==> config.mk <==
export PLATFORM = sky130hd
export DESIGN_NAME = fetch_unit
export DESIGN_NICKNAME = d
export VERILOG_FILES = /design/src/rtl/fetch_unit.sv
export SDC_FILE = /design/constraint.sdc
export NUM_CORES = 1
export LEC_CHECK = 0
export CAP_MARGIN = 40
export CORE_ASPECT_RATIO = 2
export CORE_MARGIN = 2
export CORE_UTILIZATION = 30
export DETAILED_ROUTE_END_ITERATION = 7
export PLACE_DENSITY = 0.73
export SLEW_MARGIN = 20
export SYNTH_ARGS = -nofsm -noshare
export SYNTH_HDL_FRONTEND = slang
export SYNTH_SLANG_ARGS = --single-unit
==> constraint.sdc <==
create_clock -name clock -period 9 [get_ports clock]
set_input_delay 1.8 -clock clock [delete_from_list [all_inputs] [get_ports clock]]
set_output_delay 1.8 -clock clock [all_outputs]
set_load 0.01 [all_outputs]
==> src/rtl/fetch_unit.sv <==
// Instruction fetch / program-counter stage of the ternary CPU: holds PC and IR,
// decodes the IR fields and advances the PC (with BEQ/BNE) on the FSM's do_next strobe.
module fetch_unit #(
  parameter int INSTR_WIDTH = 18,
  parameter int OPCODE_SIZE = 6,
  parameter int PC_WIDTH    = 8,
  parameter int REG_SEL     = 4
) (
  input  logic                   clock,
  input  logic                   reset,
  input  logic                   do_fetch,
  input  logic                   do_next,
  input  logic                   do_reset,
  input  logic                   do_halt,
  input  logic                   regs_equal,
  input  logic [INSTR_WIDTH-1:0] imem_data,
  output logic [PC_WIDTH-1:0]    imem_addr,
  output logic [PC_WIDTH-1:0]    pc,
  output logic [INSTR_WIDTH-1:0] instr,
  output logic [OPCODE_SIZE-1:0] opcode,
  output logic [REG_SEL-1:0]     rd,
  output logic [REG_SEL-1:0]     rs1,
  output logic [REG_SEL-1:0]     rs2,
  output logic [7:0]             imm,
  output logic                   is_alu_operation,
  output logic [15:0]            retired,
  output logic                   halted
);

  // Opcode table shared with the control FSM; codes 1..7 form the ALU class.
  localparam logic [OPCODE_SIZE-1:0] OP_ADD = OPCODE_SIZE'(1);
  localparam logic [OPCODE_SIZE-1:0] OP_SUB = OPCODE_SIZE'(2);
  localparam logic [OPCODE_SIZE-1:0] OP_AND = OPCODE_SIZE'(3);
  localparam logic [OPCODE_SIZE-1:0] OP_OR  = OPCODE_SIZE'(4);
  localparam logic [OPCODE_SIZE-1:0] OP_XOR = OPCODE_SIZE'(5);
  localparam logic [OPCODE_SIZE-1:0] OP_SHL = OPCODE_SIZE'(6);
  localparam logic [OPCODE_SIZE-1:0] OP_SHR = OPCODE_SIZE'(7);
  localparam logic [OPCODE_SIZE-1:0] OP_BEQ = OPCODE_SIZE'(11);
  localparam logic [OPCODE_SIZE-1:0] OP_BNE = OPCODE_SIZE'(12);

  logic signed [7:0]    imm_s;
  logic                 branch_taken;
  logic [PC_WIDTH-1:0]  pc_next;

  // Branch offsets are relative to the branch's own PC and wrap modulo 2^PC_WIDTH.
  function automatic logic [PC_WIDTH-1:0] advance_pc(
    input logic [PC_WIDTH-1:0] cur,
    input logic                take,
    input logic signed [7:0]   off
  );
    logic signed [PC_WIDTH-1:0] off_ext;
    off_ext = PC_WIDTH'(off);
    return take ? cur + $unsigned(off_ext) : cur + PC_WIDTH'(1);
  endfunction

  assign opcode    = instr[INSTR_WIDTH-1 -: OPCODE_SIZE];
  assign rd        = instr[11:8];
  assign rs1       = instr[7:4];
  assign rs2       = instr[3:0];
  assign imm       = instr[7:0];
  assign imm_s     = imm;
  assign imem_addr = pc;

  always_comb begin
    is_alu_operation = opcode inside {OP_ADD, OP_SUB, OP_AND, OP_OR, OP_XOR, OP_SHL, OP_SHR};
    branch_taken     = ((opcode == OP_BEQ) && regs_equal) || ((opcode == OP_BNE) && !regs_equal);
    pc_next          = advance_pc(pc, branch_taken, imm_s);
  end

  always_ff @(posedge clock) begin
    if (reset || do_reset) begin
      pc      <= '0;
      instr   <= '0;
      retired <= '0;
      halted  <= 1'b0;
    end else if (do_halt) begin
      halted <= 1'b1;
    end else if (do_next) begin
      pc      <= pc_next;
      retired <= retired + 16'd1;
    end else if (do_fetch) begin
      instr <= imem_data;
    end
  end

endmodule

Yosys cells after proc, flatten, opt, wreduce, memory -nomap -nowiden:

Index checks and enable logic that the tools add are counted.

* bits in registers: 43
* latch bits: 0
* RAM bits: 0
* ROM bits: 0
* bits of input ports: 25
* output and inout bits: 78
* logic and storage cells: 27
* memories: 0

* add/subtract/negate cells: 3
* multipliers: 0
* div/mod/pow operators: 0
* magnitude comparators: 0
* equality and inequality tests: 9
* shift operators: 0
* mux-type cells: 1
* bitwise gates (word level): 2
* reduce and logical (&&, ||, !) cells: 8

Operator list (number)
* 6-bit by 3-bit == test with 1-bit output (second input constant): 4
* 16-bit by 1-bit adder with 16-bit output (second input constant): 1
* 6-bit by 2-bit == test with 1-bit output (second input constant): 2
* 6-bit by 4-bit == test with 1-bit output (second input constant): 2
* 8-bit by 1-bit adder with 8-bit output (second input constant): 1
* 8-bit adder: 1
* 8-bit two-way mux: 1
* 7-bit nonzero test: 1
* 6-bit by 1-bit == test with 1-bit output (second input constant): 1
* 3-bit AND reduction: 1
* 1-bit logical AND: 2
* 1-bit logical OR: 2
* 1-bit NOT: 2
* 2-bit AND reduction: 1
* 1-bit logical NOT: 1

Depth between registers and ports, before layout:

* word-level depth: 4
* depth in mapped cells: 11
* mapped depth without buffers: 11

Worst setup path before layout:

No wires, ideal clock.

* kind: input-to-reg
* start point: input port regs_equal
* end point: register pc[7] (netlist: imem_addr[7])
* library setup time: 131 ps
* data arrival time: 4236 ps
* data required time: 8869 ps
* slack: 4633 ps
* stages: 10
* buffers on the path: 0
* cell sequence: or4b_4 a2111oi_4 nand2_1 inv_1 ha_1 a211oi_1 o211ai_1 and4_2 o311ai_1 o41ai_1

* cells in the longest elaborated chain, start to end: 4
* elaborated cells on any way between the ends: 5
* those cells by class: 1 x mux; 4 x reduce/logical

RTL lines
* start: declaration: line 15 `input logic regs_equal,`
* 1-bit logical NOT: line 66 `branch_taken = ((opcode == OP_BEQ) && regs_equal) || ((opcode == OP_BNE) && !regs_equal);`
* 1-bit logical AND: line 66
* 1-bit logical OR *: line 66
* 8-bit two-way mux *: line 53 `return take ? cur + $unsigned(off_ext) : cur + PC_WIDTH'(1);`
* end signal: assignment: line 79 `pc <= pc_next;`
* end: declaration: line 18 `output logic [PC_WIDTH-1:0] pc,`

Mark *: on every way between the ends. The rest lies on a longest branch, timed or not.
A chain may end at the register's enable or synchronous reset.

Worst setup path after layout:

Ends and elaborated chain as after synthesis.

==> results.sh <==
export IMPL_drive_gt1_share_pct=5.41
export IMPL_grt_pass1_wl_mm=8.89
export IMPL_cts_tree="built"
export IMPL_synth_common_cells="nand2_1, dfxtp_1, buf_4"
export IMPL_clk_latency_ns=0.29
export IMPL_cp_cell_sequence="clkdlybuf4s50_1, or4b_4, a2111oi_4, nand2_1, inv_1, ha_1, a211oi_1, o211ai_1, and4_2, o311ai_1, o41ai_1"
export IMPL_irDropWorstVdd_uv=117
export IMPL_tns_ns=0
export IMPL_maxCapViolations=0
export IMPL_synth_simple_gate_area_share_pct=23.7
export IMPL_cts_buffers=5
export IMPL_die_y_um=127
export IMPL_post_cts_resized=0
export IMPL_setup_violations=0
export IMPL_antenna_cells=0
export IMPL_grt_use_total_pct=13.5
export IMPL_ys_flop_type="dfxtp_1"
export IMPL_worstMarginPinSlew_ns=0.647
export IMPL_powerDensity_nw_per_um2=124
export IMPL_synth_top_area_share_pct=37.7
export IMPL_arrival_ns=4.88
export IMPL_crit_required_ns=9.15
export IMPL_swShare_pct=23.3
export IMPL_p_seq_share_pct=47.2
export IMPL_max_freq_mhz=211
export IMPL_cts_root_buf="clkbuf_16"
export IMPL_place_gp_congestion=0.823
export IMPL_vias=2066
export IMPL_grt_pass1_vias=1904
export IMPL_synth_nets=317
export IMPL_clkSinkCount=43
export IMPL_period_needed_ns=4.73
export IMPL_power_uw=411
export IMPL_status="complete, no violations"
export IMPL_area_growth_pct=45.1
export IMPL_synth_compound_area_share_pct=13.5
export IMPL_crit_fanout=9
export IMPL_gr_total_overflow=0
export IMPL_cp_top_family="compound AO/OA/AOI/OAI gates"
export IMPL_synth_mux_area_share_pct=0
export IMPL_critPathKind="in -> reg"
export IMPL_wl_per_cell_um=12.4
export IMPL_core_rowCount=45
export IMPL_die_w_um=65.7
export IMPL_critPathMaxStageDelay_ns=0.59
export IMPL_synth_fa_ha_area_share_pct=5.26
export IMPL_yosysTopAreaCell="dfxtp_1"
export IMPL_drt_iter0_drc=66
export IMPL_grt_max_degree=43
export IMPL_nFillCells=729
export IMPL_slowest_stage="a2111oi_4"
export IMPL_synth_edf_count=0
export IMPL_ys_warn_count=0
export IMPL_htree_levels=2
export IMPL_yosysMostFrequentCell="nand2_1"
export IMPL_p_int_uw=316
export IMPL_ys_types=39
export IMPL_cts_hold_buf=0
export IMPL_drtPass1Iterations=6
export IMPL_synthTopCellsByArea="dfxtp_1, buf_4, nand2_1"
export IMPL_rsz0062_at_grt="false"
export IMPL_crit_buf_inv=2
export IMPL_core_region_area_sq_um=7490
export IMPL_drtAntennaViolNets=0
export IMPL_pwr_share_clk_pct=44.4
export IMPL_power_share_combinational_pct=8.4
export IMPL_dieArea_sq_um=8370
export IMPL_seq_area_frac_synth_pct=37.7
export IMPL_synth_area_sq_um=2280
export IMPL_synthArstFlopShare_pct=0
export IMPL_hold_class="reg -> reg"
export IMPL_final_period_utilization_pct=52.6
export IMPL_syn_area_per_cell_sq_um=8.07
export IMPL_synth_top_family_by_area="simple AND/OR/NAND/NOR gates"
export IMPL_power_switching_uw=95.8
export IMPL_portBuffers=102
export IMPL_ys_ff_latch=43
export IMPL_post_route_util_pct=44.3
export IMPL_drc=0
export IMPL_slew_headroom_pct=56.8
export IMPL_cp_end_kind="flip-flop"
export IMPL_hold_viol=0
export IMPL_startpoint_type="input pin"
export IMPL_slew_violations=0
export IMPL_drt_total_wl_mm=5.51
export IMPL_dp_hpwl_mm=4.00
export IMPL_vias_per_cell=4.64
export IMPL_cts_buffer_depth=2
export IMPL_post_cts_buffers=0
export IMPL_fin_worst_skew_ns=0.00611
export IMPL_path_clk_slew_ns=0.07
export IMPL_power_leakage_nw=1.11
export IMPL_antenna_found_initial=0
export IMPL_final_nets=384
export IMPL_synth_cells=283
export IMPL_num_io_pins=103
export IMPL_synthXorXnorAreaFrac_pct=5.75
export IMPL_start_util_pct=30.5
-- placed cells by master (no fill, tap or decap), types with 2 or more instances in the layout --
cell / netlist / routed
clkdlybuf4s50_1: 0 / 102
nand2_1: 55 / 55
dfxtp_1: 43 / 43
a21oi_1: 28 / 28
nor2_1: 19 / 19
inv_1: 8 / 8
xnor2_1: 8 / 8
ha_1: 8 / 8
xor2_1: 7 / 7
nor3_1: 6 / 6
o21ai_0: 6 / 6
nand3_1: 5 / 5
or3_1: 5 / 5
clkbuf_16: 0 / 5
and2_2: 4 / 4
o211ai_1: 4 / 4
nand2b_1: 3 / 3
and2_1: 3 / 3
nor4_1: 3 / 3
nand4_1: 3 / 3
nor2b_1: 2 / 2
a211oi_1: 2 / 2
and3_1: 2 / 2
clkinvlp_4: 0 / 2
-- logic make-up (layout without fill, tap and decap cells) --
group / after synthesis / count (layout)
adders and majority gates: 9 / 9
DFF: 43 / 43
buffers and inverters: 52 / 120
xor gates and xnor gates: 15 / 15
AOI/OAI and AO/OA: 49 / 49
and+or+nand+nor: 115 / 115
-- power groups by stage --
stage               Clock, mW  Combinational (mW)  Sequential (mW)
CTS                     0.190              0.0336            0.194
floorplan                   0              0.0140            0.199
detailed placement          0              0.0334            0.199
finish                  0.183              0.0344            0.194
global placement            0              0.0333            0.199
global route            0.198              0.0374            0.194
-- worst reg2reg max path, delay by kind of cell (launching register included) --
kind / cells / cell delay, ns
adders and majority gates: 1 / 0.23
and+or+nand+nor: 3 / 1.01
buffers and inverters: 1 / 0.08
DFF: 1 / 0.35
AOI/OAI and AO/OA: 5 / 1.40
-- per-stage QoR --
step | worst slack [ns] | area [sq um] | hold WS (ns) | std cells
final | 4.27 | 3310 | 0.472 | 445
after global routing | 3.95 | 3310 | 0.497 | 445
after CTS | 4.27 | 3290 | 0.476 | 444
after detailed placement | 3.96 | 3140 | 0.459 | 436
after global placement | 3.99 | 3140 | 0.448 | 436
after floorplan | 4.63 | 2280 | 0.493 | 283
-- layout make-up --
type	instances	area [sq um]	area share (%)
inverter	8	30.0	0.906
timing repair buffer	104	1060	31.9
tap	94	118	3.55
sequential	43	861	26.0
clock inverter	3	23.8	0.717
clock buffer	5	125	3.78
multi-input combinational	188	1100	33.2
-- state kept, by name, indices dropped and copies added, names as in the netlist --
| name | count |
|---|---|
| retired | 16 |
| halted | 1 |
| instr | 18 |
| imem_addr | 8 |
-- layer usage --
layer,vias up,global-route usage [%],part of all wire (%)
met5,-,0,0
met4,0,4.90,1.6
met3,5,4.14,9.5
met2,89,22.4,47
met1,923,16.0,42
li1,1049,-,-
-- path summary, 6_finish.rpt --
kind,start,endpoint,slack (ns),cells past startpoint
max,regs_equal,imem_addr[7],4.27,11
min,halted,halted,0.47,2
max reg2reg,instr[12],imem_addr[7],5.79,10
min reg2reg,halted,halted,0.47,2
(Power assumes the default switching activity.)
